--- config.mk ---
export PLATFORM = sky130hd
export DESIGN_NAME = float_pipe_lzc_norm
export DESIGN_NICKNAME = d
export VERILOG_FILES = /design/src/rtl/float_pipe_lzc_norm.sv
export SDC_FILE = /design/constraint.sdc
export NUM_CORES = 1
export LEC_CHECK = 0
export ABC_AREA = 1
export CAP_MARGIN = 25
export CORE_ASPECT_RATIO = 0.7
export CORE_UTILIZATION = 54
export CTS_CLUSTER_DIAMETER = 200
export DETAILED_ROUTE_END_ITERATION = 8
export PLACE_DENSITY_LB_ADDON = 0.1
export SYNTH_ARGS = -nofsm -noshare
export SYNTH_HDL_FRONTEND = slang
export SYNTH_SLANG_ARGS = --single-unit
--- constraint.sdc ---
create_clock -name clk -period 8.8 [get_ports clk]
set_input_delay 1.32 -clock clk [delete_from_list [all_inputs] [get_ports clk]]
set_output_delay 1.32 -clock clk [all_outputs]
set_load 0.02 [all_outputs]
--- src/rtl/float_pipe_lzc_norm.sv ---
// float_pipe_lzc_norm
//   Multi-lane pipelined leading-digit counter and normaliser. Each lane counts
//   how many MSB-first bits equal the counted digit (0 or 1, chosen by in_mode).
//   It returns the scaled count OUTPUT_STEP*n+OUTPUT_BIAS (mod 2^OUTPUT_WIDTH),
//   the mantissa shifted left by n, and a flag that is set when every digit
//   equals the counted digit.
// Ports
//   clk, rst             rising-edge clock, asynchronous active-high reset
//   in_valid/in_ready    input handshake; in_mode and in_data sampled on transfer
//   in_mode              0: count leading zeros, 1: count leading ones
//   in_data              LANES packed mantissas, lane k at [k*INPUT_WIDTH +: INPUT_WIDTH]
//   out_valid/out_ready  output handshake with full back-pressure
//   out_cnt              per-lane scaled count
//   out_norm             per-lane left-normalised mantissa
//   out_zero             per-lane all-same-digit flag
module float_pipe_lzc_norm #(
  parameter int LANES        = 4,
  parameter int INPUT_WIDTH  = 26,
  parameter int OUTPUT_WIDTH = 5,
  parameter int OUTPUT_STEP  = 1,
  parameter int OUTPUT_BIAS  = 0,
  parameter int PIPE_STAGES  = 2
) (
  input  logic                          clk,
  input  logic                          rst,
  input  logic                          in_valid,
  output logic                          in_ready,
  input  logic                          in_mode,
  input  logic [LANES*INPUT_WIDTH-1:0]  in_data,
  output logic                          out_valid,
  input  logic                          out_ready,
  output logic [LANES*OUTPUT_WIDTH-1:0] out_cnt,
  output logic [LANES*INPUT_WIDTH-1:0]  out_norm,
  output logic [LANES-1:0]              out_zero
);

  localparam int NW = $clog2(INPUT_WIDTH + 1);
  localparam int unsigned LAST = PIPE_STAGES - 1;

  typedef logic [INPUT_WIDTH-1:0]  word_t;
  typedef logic [NW-1:0]           n_t;
  typedef logic [OUTPUT_WIDTH-1:0] cnt_t;

  // Pipeline registers. Non-final stages carry the raw mantissa and its count;
  // the final stage holds the shifted mantissa.
  logic [PIPE_STAGES-1:0] v_q;
  word_t                  data_q [PIPE_STAGES][LANES];
  n_t                     n_q    [PIPE_STAGES][LANES];
  cnt_t                   cnt_q  [PIPE_STAGES][LANES];
  logic [LANES-1:0]       zero_q [PIPE_STAGES];

  // Values presented to each stage's D inputs.
  logic [PIPE_STAGES-1:0] src_v;
  word_t                  src_data [PIPE_STAGES][LANES];
  n_t                     src_n    [PIPE_STAGES][LANES];
  cnt_t                   src_cnt  [PIPE_STAGES][LANES];
  logic [LANES-1:0]       src_zero [PIPE_STAGES];

  logic [PIPE_STAGES-1:0] can_load;

  function automatic n_t lead_count(input word_t d, input logic digit);
    n_t   n;
    logic done;
    n    = '0;
    done = 1'b0;
    for (int unsigned i = 0; i < INPUT_WIDTH; i++) begin
      if (!done) begin
        if (d[INPUT_WIDTH-1-i] == digit) n = n + n_t'(1);
        else                             done = 1'b1;
      end
    end
    return n;
  endfunction

  function automatic cnt_t scale(input n_t n);
    logic [63:0] full;
    full = 64'(OUTPUT_STEP) * 64'(n) + 64'(OUTPUT_BIAS);
    return full[OUTPUT_WIDTH-1:0];
  endfunction

  // Stage i can load when it is empty, or its occupant moves on. Unrolling that
  // recursion: some stage from i to the last is empty, or the output retires.
  always_comb begin
    logic all_full;
    can_load = '0;
    all_full = 1'b0;
    for (int unsigned i = 0; i < PIPE_STAGES; i++) begin
      all_full = 1'b1;
      for (int unsigned j = i; j < PIPE_STAGES; j++) all_full &= v_q[j];
      can_load[i] = out_ready || !all_full;
    end
  end

  always_comb begin
    n_t n;
    n     = '0;
    src_v = '0;
    for (int unsigned i = 0; i < PIPE_STAGES; i++) begin
      src_zero[i] = '0;
      for (int unsigned k = 0; k < LANES; k++) begin
        src_data[i][k] = '0;
        src_n[i][k]    = '0;
        src_cnt[i][k]  = '0;
      end
    end
    // Stage 0 resolves the count directly from the input beat.
    src_v[0] = in_valid;
    for (int unsigned k = 0; k < LANES; k++) begin
      n              = lead_count(in_data[k*INPUT_WIDTH +: INPUT_WIDTH], in_mode);
      src_data[0][k] = in_data[k*INPUT_WIDTH +: INPUT_WIDTH];
      src_n[0][k]    = n;
      src_cnt[0][k]  = scale(n);
      src_zero[0][k] = (n == n_t'(INPUT_WIDTH));
    end
    for (int unsigned i = 1; i < PIPE_STAGES; i++) begin
      src_v[i]    = v_q[i-1];
      src_zero[i] = zero_q[i-1];
      for (int unsigned k = 0; k < LANES; k++) begin
        src_data[i][k] = data_q[i-1][k];
        src_n[i][k]    = n_q[i-1][k];
        src_cnt[i][k]  = cnt_q[i-1][k];
      end
    end
  end

  always_ff @(posedge clk or posedge rst) begin
    if (rst) begin
      v_q <= '0;
      for (int unsigned i = 0; i < PIPE_STAGES; i++) begin
        zero_q[i] <= '0;
        for (int unsigned k = 0; k < LANES; k++) begin
          data_q[i][k] <= '0;
          n_q[i][k]    <= '0;
          cnt_q[i][k]  <= '0;
        end
      end
    end else begin
      for (int unsigned i = 0; i < PIPE_STAGES; i++) begin
        if (can_load[i]) begin
          v_q[i] <= src_v[i];
          // Payload only moves with a valid beat, so a drained stage keeps its
          // last contents rather than loading garbage.
          if (src_v[i]) begin
            zero_q[i] <= src_zero[i];
            for (int unsigned k = 0; k < LANES; k++) begin
              // Shifting by n == INPUT_WIDTH yields zero, as required.
              data_q[i][k] <= (i == LAST) ? (src_data[i][k] << src_n[i][k])
                                          : src_data[i][k];
              n_q[i][k]    <= src_n[i][k];
              cnt_q[i][k]  <= src_cnt[i][k];
            end
          end
        end
      end
    end
  end

  always_comb begin
    in_ready  = can_load[0];
    out_valid = v_q[LAST];
    out_zero  = zero_q[LAST];
    out_cnt   = '0;
    out_norm  = '0;
    for (int unsigned k = 0; k < LANES; k++) begin
      out_cnt[k*OUTPUT_WIDTH +: OUTPUT_WIDTH] = cnt_q[LAST][k];
      out_norm[k*INPUT_WIDTH +: INPUT_WIDTH]  = data_q[LAST][k];
    end
  end

endmodule

==> results of run 1 <==
## power groups by stage
stage | registers (mW) | clock network, mW | logic [mW]
floorplan | 1.54 | 0 | 1.63
global placement | 1.65 | 0 | 2.22
detailed placement | 1.65 | 0 | 2.25
CTS | 1.63 | 1.19 | 2.38
global route | 1.67 | 1.24 | 2.81
finish | 1.64 | 1.17 | 2.57
## path summary, 6_finish.rpt
check                          endpoint  slack [ps]  depth (start not counted)
max in group asynchronous   data_q[197]        6170                          3
max                         src_zero[0]       -2220                         80
min reg2reg                 out_zero[0]         480                          2
min                         out_zero[0]         480                          2
min in group asynchronous  out_norm[58]        1300                          2
max reg2reg                out_norm[23]        5720                          5
## cell families (layout without fill, tap and decap cells)
kind of cell	Yosys count	after routing	synth area share
compound gates	528	528	0.114
xor+xnor	101	101	0.0374
fa+ha+maj	91	91	0.0430
buf+inv	813	1495	0.140
flops	258	258	0.244
mux	39	39	0.0148
other cells	0	3	0
simple gates	2358	2358	0.406
## through the flow
step / worst slack (ps) / setup TNS, ps / hold slack [ps] / utilization
2_1_floorplan: -2320 / -29780 / 442 / -
3_3_place_gp: -2750 / -44180 / 458 / 0.660
3_5_place_dp: -2960 / -47910 / 467 / 0.660
4_1_cts: -2330 / -32090 / 484 / 0.720
5_1_grt: -2760 / -45880 / 502 / 0.747
6_report: -2220 / -35050 / 479 / 0.747
## metal layers
layer  GRT usage  vias up  wire length (um)
met5           0        -                 0
met2       0.472     1070             36200
met4      0.0913        0              2660
met1       0.475    13200             39200
met3      0.0591      216              6830
li1            -    14600                 -
## timing repair
action / 4_1_cts / 5_1_grt
setup buffers: 181 / 34
gates resized for setup: 177 / 285
setup endpoints to repair: 20 / 20
pin swaps: 117 / 219
## sequential cells by signal, summed over array words and instances (netlist names)
signal,flops
out_zero,4
cnt_q,20
v_q,2
src_zero,4
data_q,104
out_norm,104
out_cnt,20
## area by class of cell
cell class | instances | area (um2)
diodes | 3 | 7.51
flip-flops and latches | 258 | 6460
fillers | 3750 | 12200
multi-input cells | 3117 | 18100
inverters | 548 | 2120
clock inverters | 10 | 126
repair buffers | 897 | 7510
clock buffers | 40 | 776
well taps | 655 | 820
## worst reg2reg max path: cells and delay by family (launching register included)
kind,cells,cell delay [ps]
buffers and inverters,1,890
multiplexers,1,190
AO/OA/AOI/OAI,3,970
flip-flops,1,870
## layout by cell type (no fill, tap or decap), types with 49 or more instances in the layout
cell / synthesis / final
o21ai_0: 386 / 347
buf_4: 125 / 627
nand2_4: 12 / 49
nand2_1: 1399 / 1267
nand2_2: 40 / 135
inv_2: 37 / 77
nand3_1: 370 / 304
dfrtp_1: 258 / 258
nor2_1: 284 / 272
nand3_2: 21 / 72
ha_1: 91 / 57
inv_1: 478 / 434
clkdlybuf4s50_1: 0 / 227
==> metrics.md, run 1 <==
| Metric | Value |
|---|---|
| Finished Cell Area | 36000 um2 |
| Post-synthesis cell type count | 62 |
| Dominant cells by area after synthesis | dfrtp_1, nand2_1, o21ai_0 |
| R2r startpoint | cnt_q[36] |
| WL/cell | 15.4 um |
| Slew Limit Fails | 0 |
| Final #Nets | 5050 |
| Initial DRC count | 2605 |
| Final hold violation count | 0 |
| Post-synthesis sequential area ratio | 0.244 |
| Count leader, synth | nand2_1 |
| Top cell type's share of synthesized area | 0.244 |
| Library cell appearing most often on the critical path | nand2_1 |
| 1st-pass router iterations | 6 |
| DP HPWL | 58400 um |
| Crit path time final | 11020 ps |
| Crit-path max cell delay | 290 ps |
| Crit path DAT | 11510 ps |
| Post-synth top area cell | dfrtp_1 |
| CTS tree | built |
| Setup crit start | in_mode |
| Syn avg cell area | 6.32 um2 |
| # DRC | 0 |
| Skew final | 25.2 ps |
| Post-Synthesis Cells | 4188 |
| Row count | 67 |
| Die H | 187 um |
| Initial antenna violation count | 3 |
| Setup WS post-layout | -2220 ps |
| Via/cell ratio | 5.26 |
| Die Footprint | 49900 um2 |
| CP Capture Type | register |
| Final GP Congestion | 0.964 |
| Top FF cell, synth | dfrtp_1 |
| CTS Root Cell | clkbuf_16 |
| Clock latency on the worst-skew pair | 570 ps |
| Pleak | 18.8 nW |
| Delay-heaviest family, CP | simple AND/OR/NAND/NOR gates |
| Final Routed Wirelength | 84900 um |
| Cts bufs inserted | 28 |
| Fmax | 90.8 MHz |
| Clk pin slew, worst setup/hold paths | 60 ps |
| Combinational share of power | 0.477 |
| Status | complete, but fails checks |
| Worst path buffer plus inverter count | 13 |
| Period utilization | 1.25 |
| Port Buffers | 238 |
| Hold_sp | out_zero[0] |
| Crit path required time | 9290 ps |
| Cell-internal power | 3.19 mW |
| Pwr Total | 5.38 mW |
| Cell Count, Final, Fillers Out | 5528 |
| Hold Buf Count CTS | 0 |
| Top post-synthesis cells by count | nand2_1, inv_1, o21ai_0 |
| NetSw | 2.20 mW |
| Final ANT Viol Nets | 0 |
| Critical path class | input pin to register |
| Critical Path Source Type | input pin |
| Synth warnings | 0 |
| Pwr/cell area | 150 nW/um2 |
| Vias in the first global route | 26100 |
| Global route overflow | 0 |
| Die Wd | 267 um |
| Ratio of cells with drive above 1 in the final layout | 0.271 |
| DP Area | 31800 um2 |
| Peak VDD IR | 138 uV |
| Initial Utilization | 0.550 |
| Largest net degree at the start of global routing | 149 |
| Seq cells post-synth | 258 |
| Ys async rst share | 1.00 |
| CTS max path bufs | 3 |
| Post-synth EDFFs | 0 |
| Final setup viols | 20 |
| Core region area | 48100 um2 |
| Crit Path Max Fanout | 6 |
| Unrepaired setup endpoints after global routing | true |
| Worst rel slew slack | 0.338 |
| First-pass GRT wire length | 132000 um |
| Placed cells | 5274 |
| Worst hold path class | register to register |
| Clk pwr share | 0.218 |
| Synthesized cell area | 26500 um2 |
| Max Cap Viol | 0 |
| IO Count | 239 |
| H-tree depth | 1 |
| Syn Nets | 4388 |
| Area grow syn2layout | 35.9% |
| Critical-path top delay cell | ha_1 |
| Reg power frac | 0.305 |
| Violated checks | negative setup slack |
| GR Util All Layers | 0.321 |
| Clock sink total | 258 |
| Switching Fraction | 0.408 |
| DR vias | 29100 |
| Slew @ Worst Pin | 992 ps |
Note: power is estimated with default switching activity, not from simulation.
==> inputs of run 2 (changes only) <==
--- a/config.mk
+++ b/config.mk
@@ -7,11 +7,12 @@
 export LEC_CHECK = 0
 export ABC_AREA = 1
 export CAP_MARGIN = 25
-export CORE_ASPECT_RATIO = 0.7
 export CORE_UTILIZATION = 54
 export CTS_CLUSTER_DIAMETER = 200
 export DETAILED_ROUTE_END_ITERATION = 8
+export MAX_ROUTING_LAYER = met4
 export PLACE_DENSITY_LB_ADDON = 0.1
 export SYNTH_ARGS = -nofsm -noshare
 export SYNTH_HDL_FRONTEND = slang
 export SYNTH_SLANG_ARGS = --single-unit
+export TNS_END_PERCENT = 10
==> run 2 against run 1 <==
Compared with the run above:
- the flow still finishes with violations (negative setup slack)
- highest routed layer unchanged
- final cell count down 4.0%
- core utilization down 5.7 points
- combinational power down 9.3%
==> metrics.md, run 2 (synthesis gave the netlist of run 1 again) <==
| Metric | Value |
|---|---|
| Clock sink total | 258 |
| Commonest non-fill, non-tap cell in the layout | nand2_1 |
| IO Count | 239 |
| Fillers | 4252 |
| Final hold violation count | 0 |
| Hold Buf Count CTS | 0 |
| DP Area | 31300 um2 |
| CTS tree | built |
| Core region area | 48000 um2 |
| Port Buffers | 238 |
| Slew Limit Fails | 0 |
| WL/cell | 13.6 um |
| Via/cell ratio | 5.12 |
| Most frequent cells in the layout | nand2_1, buf_4, inv_1 |
| NetSw | 2.02 mW |
| Final ANT Viol Nets | 0 |
| Global route overflow | 0 |
| Initial Utilization | 0.551 |
| Critical path class | input pin to register |
| Crit-path max cell delay | 300 ps |
| Crit path time final | 10800 ps |
| Slew @ Worst Pin | 963 ps |
| Total negative slack | -31750 ps |
| Period utilization | 1.23 |
| # DRC | 0 |
| Clk pwr share | 0.221 |
| Vias in the first global route | 24200 |
| GR Util All Layers | 0.294 |
| Crit Path Max Fanout | 5 |
| Worst rel slew slack | 0.357 |
| Pwr Total | 5.07 mW |
| Pwr/cell area | 153 nW/um2 |
| Unrepaired setup endpoints after global routing | true |
| Final #Nets | 4867 |
| CP Capture Type | register |
| Switching Fraction | 0.399 |
| Fmax | 92.6 MHz |
| Crit path required time | 9280 ps |
| Critical-path top delay cell | ha_1 |
| Reg power frac | 0.320 |
| First-pass GRT wire length | 119000 um |
| Final Routed Wirelength | 72300 um |
| Clk pin slew, worst setup/hold paths | 60 ps |
| Die Wd | 223 um |
| Max Cap Viol | 0 |
| Ratio of cells with drive above 1 in the final layout | 0.196 |
| Final GP Congestion | 0.930 |
| Die Footprint | 49900 um2 |
| Cts bufs inserted | 26 |
| Seq. cell area | 6460 um2 |
| Initial DRC count | 2053 |
| Setup WS post-layout | -2000 ps |
| Pleak | 17.6 nW |
| Initial antenna violation count | 6 |
| Peak VDD IR | 107 uV |
| Status | complete, but fails checks |
| Largest net degree at the start of global routing | 128 |
| Cell-internal power | 3.05 mW |
| Finished Cell Area | 33200 um2 |
| Combinational share of power | 0.459 |
| 1st-pass router iterations | 6 |
| CTS max path bufs | 3 |
| Worst hold path class | register to register |
| Clock latency on the worst-skew pair | 560 ps |
| Library cell appearing most often on the critical path | nand2_1 |
| DP HPWL | 55800 um |
| Skew final | 19.1 ps |
| Violated checks | negative setup slack |
| Final setup viols | 20 |
| Critical Path Source Type | input pin |
| Crit path DAT | 11290 ps |
| Fin util | 0.691 |
| DR vias | 27200 |
| H-tree depth | 1 |
| Area grow syn2layout | 25.4% |
| Die H | 223 um |
| Setup WS pre-CTS | -3360 ps |
| Multi-input logic area | 16900 um2 |
| Row count | 80 |
| CTS Root Cell | clkbuf_16 |
## run 2: cell count changes in the layout (fill, tap and decap cells not counted), sizes merged
cell | before | now
diode | 3 | 6
dlymetal6s2s | 1 | 3
clkdlybuf4s50 | 227 | 228
dlygate4sd2 | 5 | 1
clkinvlp | 3 | 2
clkbuf | 43 | 39
inv | 529 | 528
clkinv | 24 | 26
buf | 661 | 481
## run 2: routing by layer
metal,part of all wire,global-route usage,vias up
met3,0.049,0.0205,73
met1,0.52,0.456,12300
met2,0.42,0.414,613
met4,0.016,0.0612,0
li1,-,-,14200
met5,0,-,-
## run 2: final timing paths
check | cells past startpoint | endpoint | slack [ps] | start
worst max register to register | 9 | out_norm[99] | 5750 | cnt_q[20]
min in group asynchronous | 2 | out_cnt[9] | 1270 | rst
worst max-delay path | 84 | src_zero[2] | -2000 | in_mode
worst min-delay path | 2 | out_zero[1] | 480 | src_zero[1]
worst min register to register | 2 | out_zero[1] | 480 | src_zero[1]
max in group asynchronous | 3 | cnt_q[28] | 6310 | rst
## run 2: area by class of cell
type,count,area share
multi-input combinational,3117,0.510
sequential,258,0.195
timing repair buffer,716,0.183
inverter,548,0.0637
tap,615,0.0232
clock buffer,36,0.0222
clock inverter,10,0.00362
antenna,6,0.000453
## run 2: metrics by stage
stage / hold WS, ps / std cells
3_5_place_dp: 460 / 5208
6_report: 475 / 5306
5_1_grt: 491 / 5306
2_1_floorplan: 442 / 4188
4_1_cts: 473 / 5277
3_3_place_gp: 450 / 5208
## run 2: what timing repair did
action                                  CTS  global route
endpoints found under the hold margin     0             0
pin swaps                                66           108
setup buffers                            23            22
endpoints found under the setup margin   20            20
resized for setup                        56           135
## run 2: power groups by stage
stage	clock [mW]	sequential (mW)	combinational, mW
2_1_floorplan	0	1.54	1.62
3_3_place_gp	0	1.63	2.17
3_5_place_dp	0	1.64	2.20
4_1_cts	1.14	1.62	2.24
5_1_grt	1.18	1.65	2.58
6_report	1.12	1.62	2.33
## run 2: critical path, delay by kind of cell
kind            cells  cell delay (ps)
simple gates       47             5120
compound gates      7              560
fa+ha+maj          10             2530
buf+inv            20             1740
